--- src/rtl/stream_mux_nx1_pkg.sv ---
// Shared definitions for the stream multiplexer and its round-robin arbiter.
`timescale 1ns/1ps
package stream_mux_nx1_pkg;

  // Grant source selection.
  localparam logic MODE_FIXED = 1'b0;
  localparam logic MODE_RR    = 1'b1;

  // The output skid buffer holds this many words.
  localparam int BUF_DEPTH = 2;

  // Ceiling log2, clamped to at least 1 so that index ports never collapse to zero width.
  function automatic int clog2(input int value);
    int r;
    r = 0;
    for (int v = value - 1; v > 0; v = v >> 1) begin
      r++;
    end
    return (r == 0) ? 1 : r;
  endfunction

endpackage

--- src/rtl/stream_mux_nx1_arb.sv ---
// Combinational round-robin arbiter: grants the first requester after ptr, wrapping.
`timescale 1ns/1ps
module rr_arbiter
  import stream_mux_nx1_pkg::*;
#(
  parameter  int NUM_IN = 4,
  localparam int SEL_W  = clog2(NUM_IN)
) (
  input  logic [NUM_IN-1:0] req,
  input  logic [SEL_W-1:0]  ptr,
  input  logic              en,
  output logic [NUM_IN-1:0] gnt,
  output logic [SEL_W-1:0]  gnt_idx
);

  logic w_found;

  // Search channels above ptr first, then wrap to the channels at or below it.
  always_comb begin
    // NOTE: every output gets a default before any condition, so no path leaves a latch.
    gnt     = '0;
    gnt_idx = '0;
    w_found = 1'b0;
    for (int i = 0; i < NUM_IN; i++) begin
      if (en && !w_found && req[i] && (i > int'(ptr))) begin
        w_found = 1'b1;
        gnt[i]  = 1'b1;
        gnt_idx = SEL_W'(i);
      end
    end
    for (int i = 0; i < NUM_IN; i++) begin
      if (en && !w_found && req[i] && (i <= int'(ptr))) begin
        w_found = 1'b1;
        gnt[i]  = 1'b1;
        gnt_idx = SEL_W'(i);
      end
    end
  end

endmodule

--- src/rtl/stream_mux_nx1.sv ---
// N-to-1 valid/ready stream mux with fixed or round-robin selection and a 2-entry output skid buffer.
`timescale 1ns/1ps
module stream_mux_nx1
  import stream_mux_nx1_pkg::*;
#(
  parameter  int WIDTH  = 32,
  parameter  int NUM_IN = 4,
  localparam int SEL_W  = clog2(NUM_IN)
) (
  input  logic                    Clk,
  input  logic                    Rst,
  input  logic                    mode,
  input  logic [SEL_W-1:0]        sel,
  input  logic [NUM_IN*WIDTH-1:0] in_data,
  input  logic [NUM_IN-1:0]       in_valid,
  output logic [NUM_IN-1:0]       in_ready,
  output logic [WIDTH-1:0]        out_data,
  output logic [SEL_W-1:0]        out_src,
  output logic                    out_valid,
  input  logic                    out_ready
);

  // Skid buffer: entry 0 is always the head shown on the outputs.
  logic [1:0]       r_count;
  logic [WIDTH-1:0] r_data [BUF_DEPTH];
  logic [SEL_W-1:0] r_src  [BUF_DEPTH];
  logic [SEL_W-1:0] r_ptr;

  logic [NUM_IN-1:0] w_rr_gnt;
  logic [SEL_W-1:0]  w_rr_idx;
  logic [NUM_IN-1:0] w_fix_gnt;
  logic [NUM_IN-1:0] w_gnt;
  logic [SEL_W-1:0]  w_gnt_idx;
  logic              w_can_push;
  logic              w_push;
  logic              w_pop;
  logic [WIDTH-1:0]  w_push_data;

  rr_arbiter #(.NUM_IN(NUM_IN)) u_arb (
    .req     (in_valid),
    .ptr     (r_ptr),
    .en      (mode == MODE_RR),
    .gnt     (w_rr_gnt),
    .gnt_idx (w_rr_idx)
  );

  // Decode the fixed select; an index beyond NUM_IN matches no channel and so grants nothing.
  always_comb begin
    w_fix_gnt = '0;
    for (int i = 0; i < NUM_IN; i++) begin
      if (int'(sel) == i) w_fix_gnt[i] = 1'b1;
    end
  end

  // Ready depends only on registered count, reset and the grant, never on out_ready.
  assign w_gnt      = (mode == MODE_RR) ? w_rr_gnt : w_fix_gnt;
  assign w_gnt_idx  = (mode == MODE_RR) ? w_rr_idx : sel;
  assign w_can_push = Rst && (r_count < 2'(BUF_DEPTH));
  assign in_ready   = w_can_push ? w_gnt : '0;
  assign w_push     = |(in_valid & in_ready);
  assign w_pop      = out_valid && out_ready;

  // Select the granted channel's word.
  always_comb begin
    w_push_data = '0;
    for (int i = 0; i < NUM_IN; i++) begin
      if (w_gnt[i]) w_push_data = in_data[i*WIDTH +: WIDTH];
    end
  end

  // Skid buffer, occupancy count and round-robin pointer.
  always_ff @(posedge Clk) begin
    if (!Rst) begin
      r_count <= '0;
      r_ptr   <= SEL_W'(NUM_IN - 1);
      // NOTE: the buffer entries are reset too, because the head drives out_data, which must read 0 after reset.
      for (int i = 0; i < BUF_DEPTH; i++) begin
        r_data[i] <= '0;
        r_src[i]  <= '0;
      end
    end else begin
      // NOTE: non-blocking assignments so every register samples pre-edge values.
      if (w_push) r_ptr <= w_gnt_idx;
      case ({w_push, w_pop})
        2'b10: begin
          if (r_count == 2'd0) begin
            r_data[0] <= w_push_data;
            r_src[0]  <= w_gnt_idx;
          end else begin
            r_data[1] <= w_push_data;
            r_src[1]  <= w_gnt_idx;
          end
          r_count <= r_count + 2'd1;
        end
        2'b01: begin
          r_data[0] <= r_data[1];
          r_src[0]  <= r_src[1];
          r_count   <= r_count - 2'd1;
        end
        2'b11: begin
          // Only reachable with one word held: the new word replaces the departing head.
          r_data[0] <= w_push_data;
          r_src[0]  <= w_gnt_idx;
        end
        default: ;
      endcase
    end
  end

  assign out_valid = (r_count != 2'd0);
  assign out_data  = r_data[0];
  assign out_src   = r_src[0];

endmodule

--- config.mk ---
export PLATFORM = sky130hd
export DESIGN_NAME = stream_mux_nx1
export DESIGN_NICKNAME = d
export VERILOG_FILES = /design/src/rtl/stream_mux_nx1_pkg.sv /design/src/rtl/stream_mux_nx1_arb.sv /design/src/rtl/stream_mux_nx1.sv
export SDC_FILE = /design/constraint.sdc
export NUM_CORES = 1
export LEC_CHECK = 0
export CAP_MARGIN = 5
export CORE_ASPECT_RATIO = 1.75
export CORE_MARGIN = 8
export CORE_UTILIZATION = 42
export DETAILED_ROUTE_END_ITERATION = 10
export PLACE_DENSITY = 0.81
export REMOVE_ABC_BUFFERS = 1
export SLEW_MARGIN = 20
export SYNTH_ARGS = -nofsm -noshare
export SYNTH_HDL_FRONTEND = slang
export SYNTH_SLANG_ARGS = --single-unit
--- constraint.sdc ---
create_clock -name Clk -period 5.8 [get_ports Clk]
set_input_delay 1.45 -clock Clk [delete_from_list [all_inputs] [get_ports Clk]]
set_output_delay 1.45 -clock Clk [all_outputs]
set_load 0.01 [all_outputs]
Word-level counts from Yosys, hierarchy flattened. Memories as Yosys holds them, arrays and structs flattened. Cells that the tools add are included.

Memories kept: 2. Input port bits: 138. Output and inout port bits: 39. Word-level logic and storage cells: 114. Memory bits (writable): 68. Bits in registers: 4.

Magnitude comparators: 7. Reductions and logical operators: 32. $add $sub $neg: 2. Equality and inequality tests: 6. Bitwise gates (word level): 9. Mux-type cells: 54.

Memories: r_data (depth 2, bits a word 32, rd ports 2, clocked after Yosys merged registers in 0, write ports 2, RTL line stream_mux_nx1.sv:25) `logic [WIDTH-1:0] r_data [BUF_DEPTH];`; r_src (depth 2, bits a word 2, rd ports 2, clocked after Yosys merged registers in 0, write ports 2, RTL line stream_mux_nx1.sv:26) `logic [SEL_W-1:0] r_src [BUF_DEPTH];`.

Operators by type and width (count): $mux 32 (8); $mux 1 (32); $mux 2 (11); $logic_and 1x1->1 (21); $eq 2x2->1 const B (4); $mux 4 (2); $or 1x1->1 (8); $logic_not 1->1 (6); $and 4x4->4 (1); $eq 2x1->1 const B (2); $gt 2x2->1 const A (2); $le 2x2->1 const A (2); $logic_not 2->1 (2); $pmux 2 s2 (1); $reduce_bool 2->1 (2); $reduce_or 4->1 (1); $add 2x1->2 const B (1); $gt 1x2->1 const A (1); $le 1x2->1 const A (1); $lt 2x2->1 const B (1); $sub 2x1->2 const B (1).

Longest topological paths before layout.
Depth in word-level cells: 43. Mapped depth: 15. Gate-level depth less buffers: 12.

Cells and area by module. A second synthesis with hierarchy kept.

Cells, all modules: 612. Area total of the unflattened synthesis: 5739.3 um^2.

Modules (own cells, without submodules): stream_mux_nx1 (sequential area each 2122.0 um^2, area an instance 5602.9 um^2, instances 1, cells each 590); rr_arbiter (sequential area each 0.0 um^2, area an instance 136.4 um^2, instances 1, cells each 22).

Least setup slack after synthesis. Ideal clock, no wire load.

Kind: input to register. Start: input mode. End: memory r_data[0][0] (enable). Cell stages on the path: 9. Slack: 0.919 ns. Buffers on the path: 1. Arrival: 4.446 ns. Required time: 5.365 ns. Library setup time: 0.435 ns. Cell sequence: buf_2 > nor3b_2 > nand4_1 > o211ai_2 > a22oi_2 > a21oi_2 > ha_1 > inv_1 > o211ai_1.

RTL lines: start, declared (RTL line stream_mux_nx1.sv:12) `input logic mode,`; end, declared (RTL line stream_mux_nx1.sv:25).

Worst setup path in the final report.
Start: input mode. End: output in_ready[2].

Longest elaborated chain between the ends: 29. Elaborated cells on any way between the ends: 30. Those cells by class: mux (9); reduce/logical (21).

Ends and longest elaborated chain: $logic_and 1x1->1 (2 in series) (RTL line stream_mux_nx1_arb.sv:25) `if (en && !w_found && req[i] && (i > int'(ptr))) begin`; $mux 1 (RTL line stream_mux_nx1_arb.sv:25); $logic_not 1->1 (RTL line stream_mux_nx1_arb.sv:25); $logic_and 1x1->1 (3 in series) (RTL line stream_mux_nx1_arb.sv:25); $mux 1 (RTL line stream_mux_nx1_arb.sv:25); $logic_not 1->1 (RTL line stream_mux_nx1_arb.sv:25); $logic_and 1x1->1 (3 in series) (RTL line stream_mux_nx1_arb.sv:25); $mux 1 (RTL line stream_mux_nx1_arb.sv:25); (+4 left out); $logic_not 1->1 (RTL line stream_mux_nx1_arb.sv:32) `if (en && !w_found && req[i] && (i <= int'(ptr))) begin`; $logic_and 1x1->1 (3 in series) (RTL line stream_mux_nx1_arb.sv:32); $mux 1 (RTL line stream_mux_nx1_arb.sv:32); $logic_not 1->1 (RTL line stream_mux_nx1_arb.sv:32); $logic_and 1x1->1 (3 in series) (RTL line stream_mux_nx1_arb.sv:32); $mux 1 (RTL line stream_mux_nx1_arb.sv:32); $mux 4 (*) (RTL line stream_mux_nx1.sv:56) `assign w_gnt = (mode == MODE_RR) ? w_rr_gnt : w_fix_gnt;`; $mux 4 (*) (RTL line stream_mux_nx1.sv:59) `assign in_ready = w_can_push ? w_gnt : '0;`; end, declared (RTL line stream_mux_nx1.sv:16) `output logic [NUM_IN-1:0] in_ready,`.

Every way passes the cells marked *; elsewhere a longest branch is shown, timed or not.

==> flow_summary.json <==
{
  "status": "complete, no violations",
  "fin_util_pct": 66.05,
  "dieHeight_um": 142.9,
  "cts_hold_buf": 0,
  "final_area_um2": 5968,
  "powerDensity_nw_per_um2": 335.1,
  "worst-path-max-fanout": 11,
  "top_usage_layer": "met2",
  "ant_nets": 0,
  "first_pass_iters": 8,
  "r2r_start": "r_ptr[1]",
  "via_per_inst": 5.917,
  "setup_viol": 0,
  "total_power_mw": 2.000,
  "hold_violations": 0,
  "hold_path_depth": 2,
  "core_area_um2": 9036,
  "drc": 0,
  "postCtsSetupBuffers": 0,
  "track_usage_pct": 21.20,
  "syn_area_um2": 3867,
  "worst_pin_slew_ns": 0.8085,
  "cts.sinks": 72,
  "io_pins": 177,
  "routed_wl_mm": 13.58,
  "end_kind": "output port",
  "cts_tree": "yes",
  "crit_type": "input pin to output port",
  "final_cell_mix": "clkdlybuf4s50_1 (176), edfxtp_1 (68), nand2_1 (39)",
  "clkLatencyLatePin_ns": 0.33,
  "cap_violations": 0,
  "p_leak_nw": 2.026,
  "ys_ff_latch": 72,
  "worst_ep_arrival_time_ns": 3.58,
  "required_ns": 4.35,
  "first_iter_violations": 334,
  "overflow": 0,
  "layout_commonest_cell": "clkdlybuf4s50_1",
  "startpoint_type": "input pin",
  "synthArstFlopShare_pct": 0,
  "maxSlewHeadroom_pct": 45.97,
  "grt_pass1_wl_mm": 20.31,
  "r2r_cells": 13,
  "post_drt_wl_per_cell_um": 21.28,
  "io_buffers": 176,
  "via_count": 3775,
  "numCtsBuffers": 9,
  "yosys_warnings": 0,
  "finClkSkew_ns": 0.004187,
  "post-route-min-period_ns": 5.034,
  "syn_inst": 347,
  "hold_path.class": "register to register",
  "maxSlewViolCount": 0,
  "ys_types": 45,
  "grt_max_degree": 35,
  "start_util_pct": 42.80,
  "synth_area_per_cell_um2": 11.15,
  "grt_pass1_vias": 3864,
  "syn2layout_area_growth_pct": 54.32,
  "antenna_found_initial": 1,
  "critical_path.startpoint": "mode",
  "rsz0062_at_grt": "no",
  "tns_ns": 0,
  "fmax_mhz": 198.7,
  "dieArea_um2": 12660,
  "drive_gt1_share_pct": 7.157,
  "hold_path.startpoint": "r_data[1][17]",
  "cts_resized": 0,
  "met2_usage_pct": 39.30,
  "yosysSeqAreaShare_pct": 54.87,
  "gp_congestion": 0.8620,
  "placedInstanceArea_um2": 5680,
  "ys.flop_type": "edfxtp_1",
  "die_w_um": 88.54,
  "period_share_pct": 86.79,
  "final_cells": 638,
  "h-tree-depth": 3,
  "cts.clk_slew.worst_paths_ns": 0.06,
  "cts_root_buf": "clkbuf_16",
  "synth_edf_count": 68,
  "fin_nets": 653,
  "dp_hpwl_mm": 9.909,
  "rows": 46,
  "placed_cells": 621,
  "met1_usage_pct": 21.20,
  "clockBufferDepth": 2,
  "irDropWorstVdd_uv": 213.6,
  "met3_usage_pct": 5.009
}
==> sequential cells by signal (all words and copies together), names as in the netlist <==
| name | flops |
|---|---|
| r_ptr | 2 |
| r_count | 2 |
| r_src | 4 |
| r_data | 64 |
==> where the power goes <==
part / switching (mW) / total (mW) / internal (mW)
Clock: 0.194 / 0.516 / 0.322
Sequential: 0.0500 / 0.790 / 0.740
Combinational: 0.352 / 0.694 / 0.342
==> path summary, 6_finish.rpt <==
| path | end | slack, ns |
|---|---|---|
| hold / removal | r_data[0][17] | 0.55 |
| setup reg to reg | r_data[0][20] | 2.28 |
| hold reg to reg | r_data[0][17] | 0.55 |
| setup / recovery | in_ready[2] | 0.77 |
==> area by class of cell <==
cell class,count,area (um2)
diodes,1,2.502
clock buffers,13,270.3
clock inverters,3,15.01
fillers,723,3068
inverters,6,22.52
multi-input cells,238,1544
flip-flops and latches,72,2122
well taps,120,150.1
repair buffers,185,1842
==> per-stage QoR <==
stage | setup WS (ns) | hold slack (ns)
2_1_floorplan | 0.5965 | 0.4899
6_report | 0.7664 | 0.5528
3_5_place_dp | 0.6927 | 0.5455
5_1_grt | 0.7134 | 0.5816
3_3_place_gp | 0.8126 | 0.5297
4_1_cts | 0.7906 | 0.5585
==> cells in the mapped netlist, types with 2 or more instances <==
cell type / instances / area (um2)
xnor2_1: 2 / 17.52
a21oi_2: 3 / 26.28
o21ai_2: 2 / 17.52
a22oi_2: 2 / 25.02
nor3_1: 3 / 15.01
nand2b_1: 4 / 25.02
a222oi_1: 32 / 320.3
nor2b_1: 5 / 31.28
a21oi_1: 33 / 165.2
o211ai_1: 3 / 22.52
o21ai_1: 33 / 165.2
ha_1: 3 / 37.54
clkbuf_1: 9 / 33.78
a22oi_1: 34 / 255.2
nor3b_1: 2 / 15.01
buf_2: 14 / 70.07
inv_1: 6 / 22.52
buf_4: 3 / 22.52
nand2_1: 39 / 146.4
o21ai_0: 7 / 35.03
dfxtp_1: 4 / 80.08
edfxtp_1: 68 / 2042
and2_1: 5 / 31.28
nand4_1: 2 / 12.51
nand3_1: 2 / 10.01
buf_8: 3 / 45.04
nor2_1: 6 / 22.52
==> per-layer routing <==
layer  wire, um  up-vias
met5          0        -
met4        342        0
met3       1063       29
met2       7706      186
met1       4462     1821
li1           -     1739
==> worst max-delay path, cell delays in order <==
cell and delay (ns):
clkdlybuf4s50_1 0.68, nor3b_2 0.32, nand4_1 0.24, o211ai_4 0.18
nor2b_1 0.16, clkdlybuf4s50_1 0.55
==> logic make-up (layout without fill, tap and decap cells) <==
logic type	Yosys count	after routing	share of synthesized area (%)
buffers and inverters	37	207	5.532
flip-flops	72	72	54.87
AND/OR/NAND/NOR	77	77	9.932
multiplexers	1	1	0.2911
AO/OA/AOI/OAI	155	155	27.95
adder cells (fa/ha/maj)	3	3	0.9707
other	0	1	0
XOR/XNOR	2	2	0.4530
No activity file was read; power rests on OpenSTA's default activity.
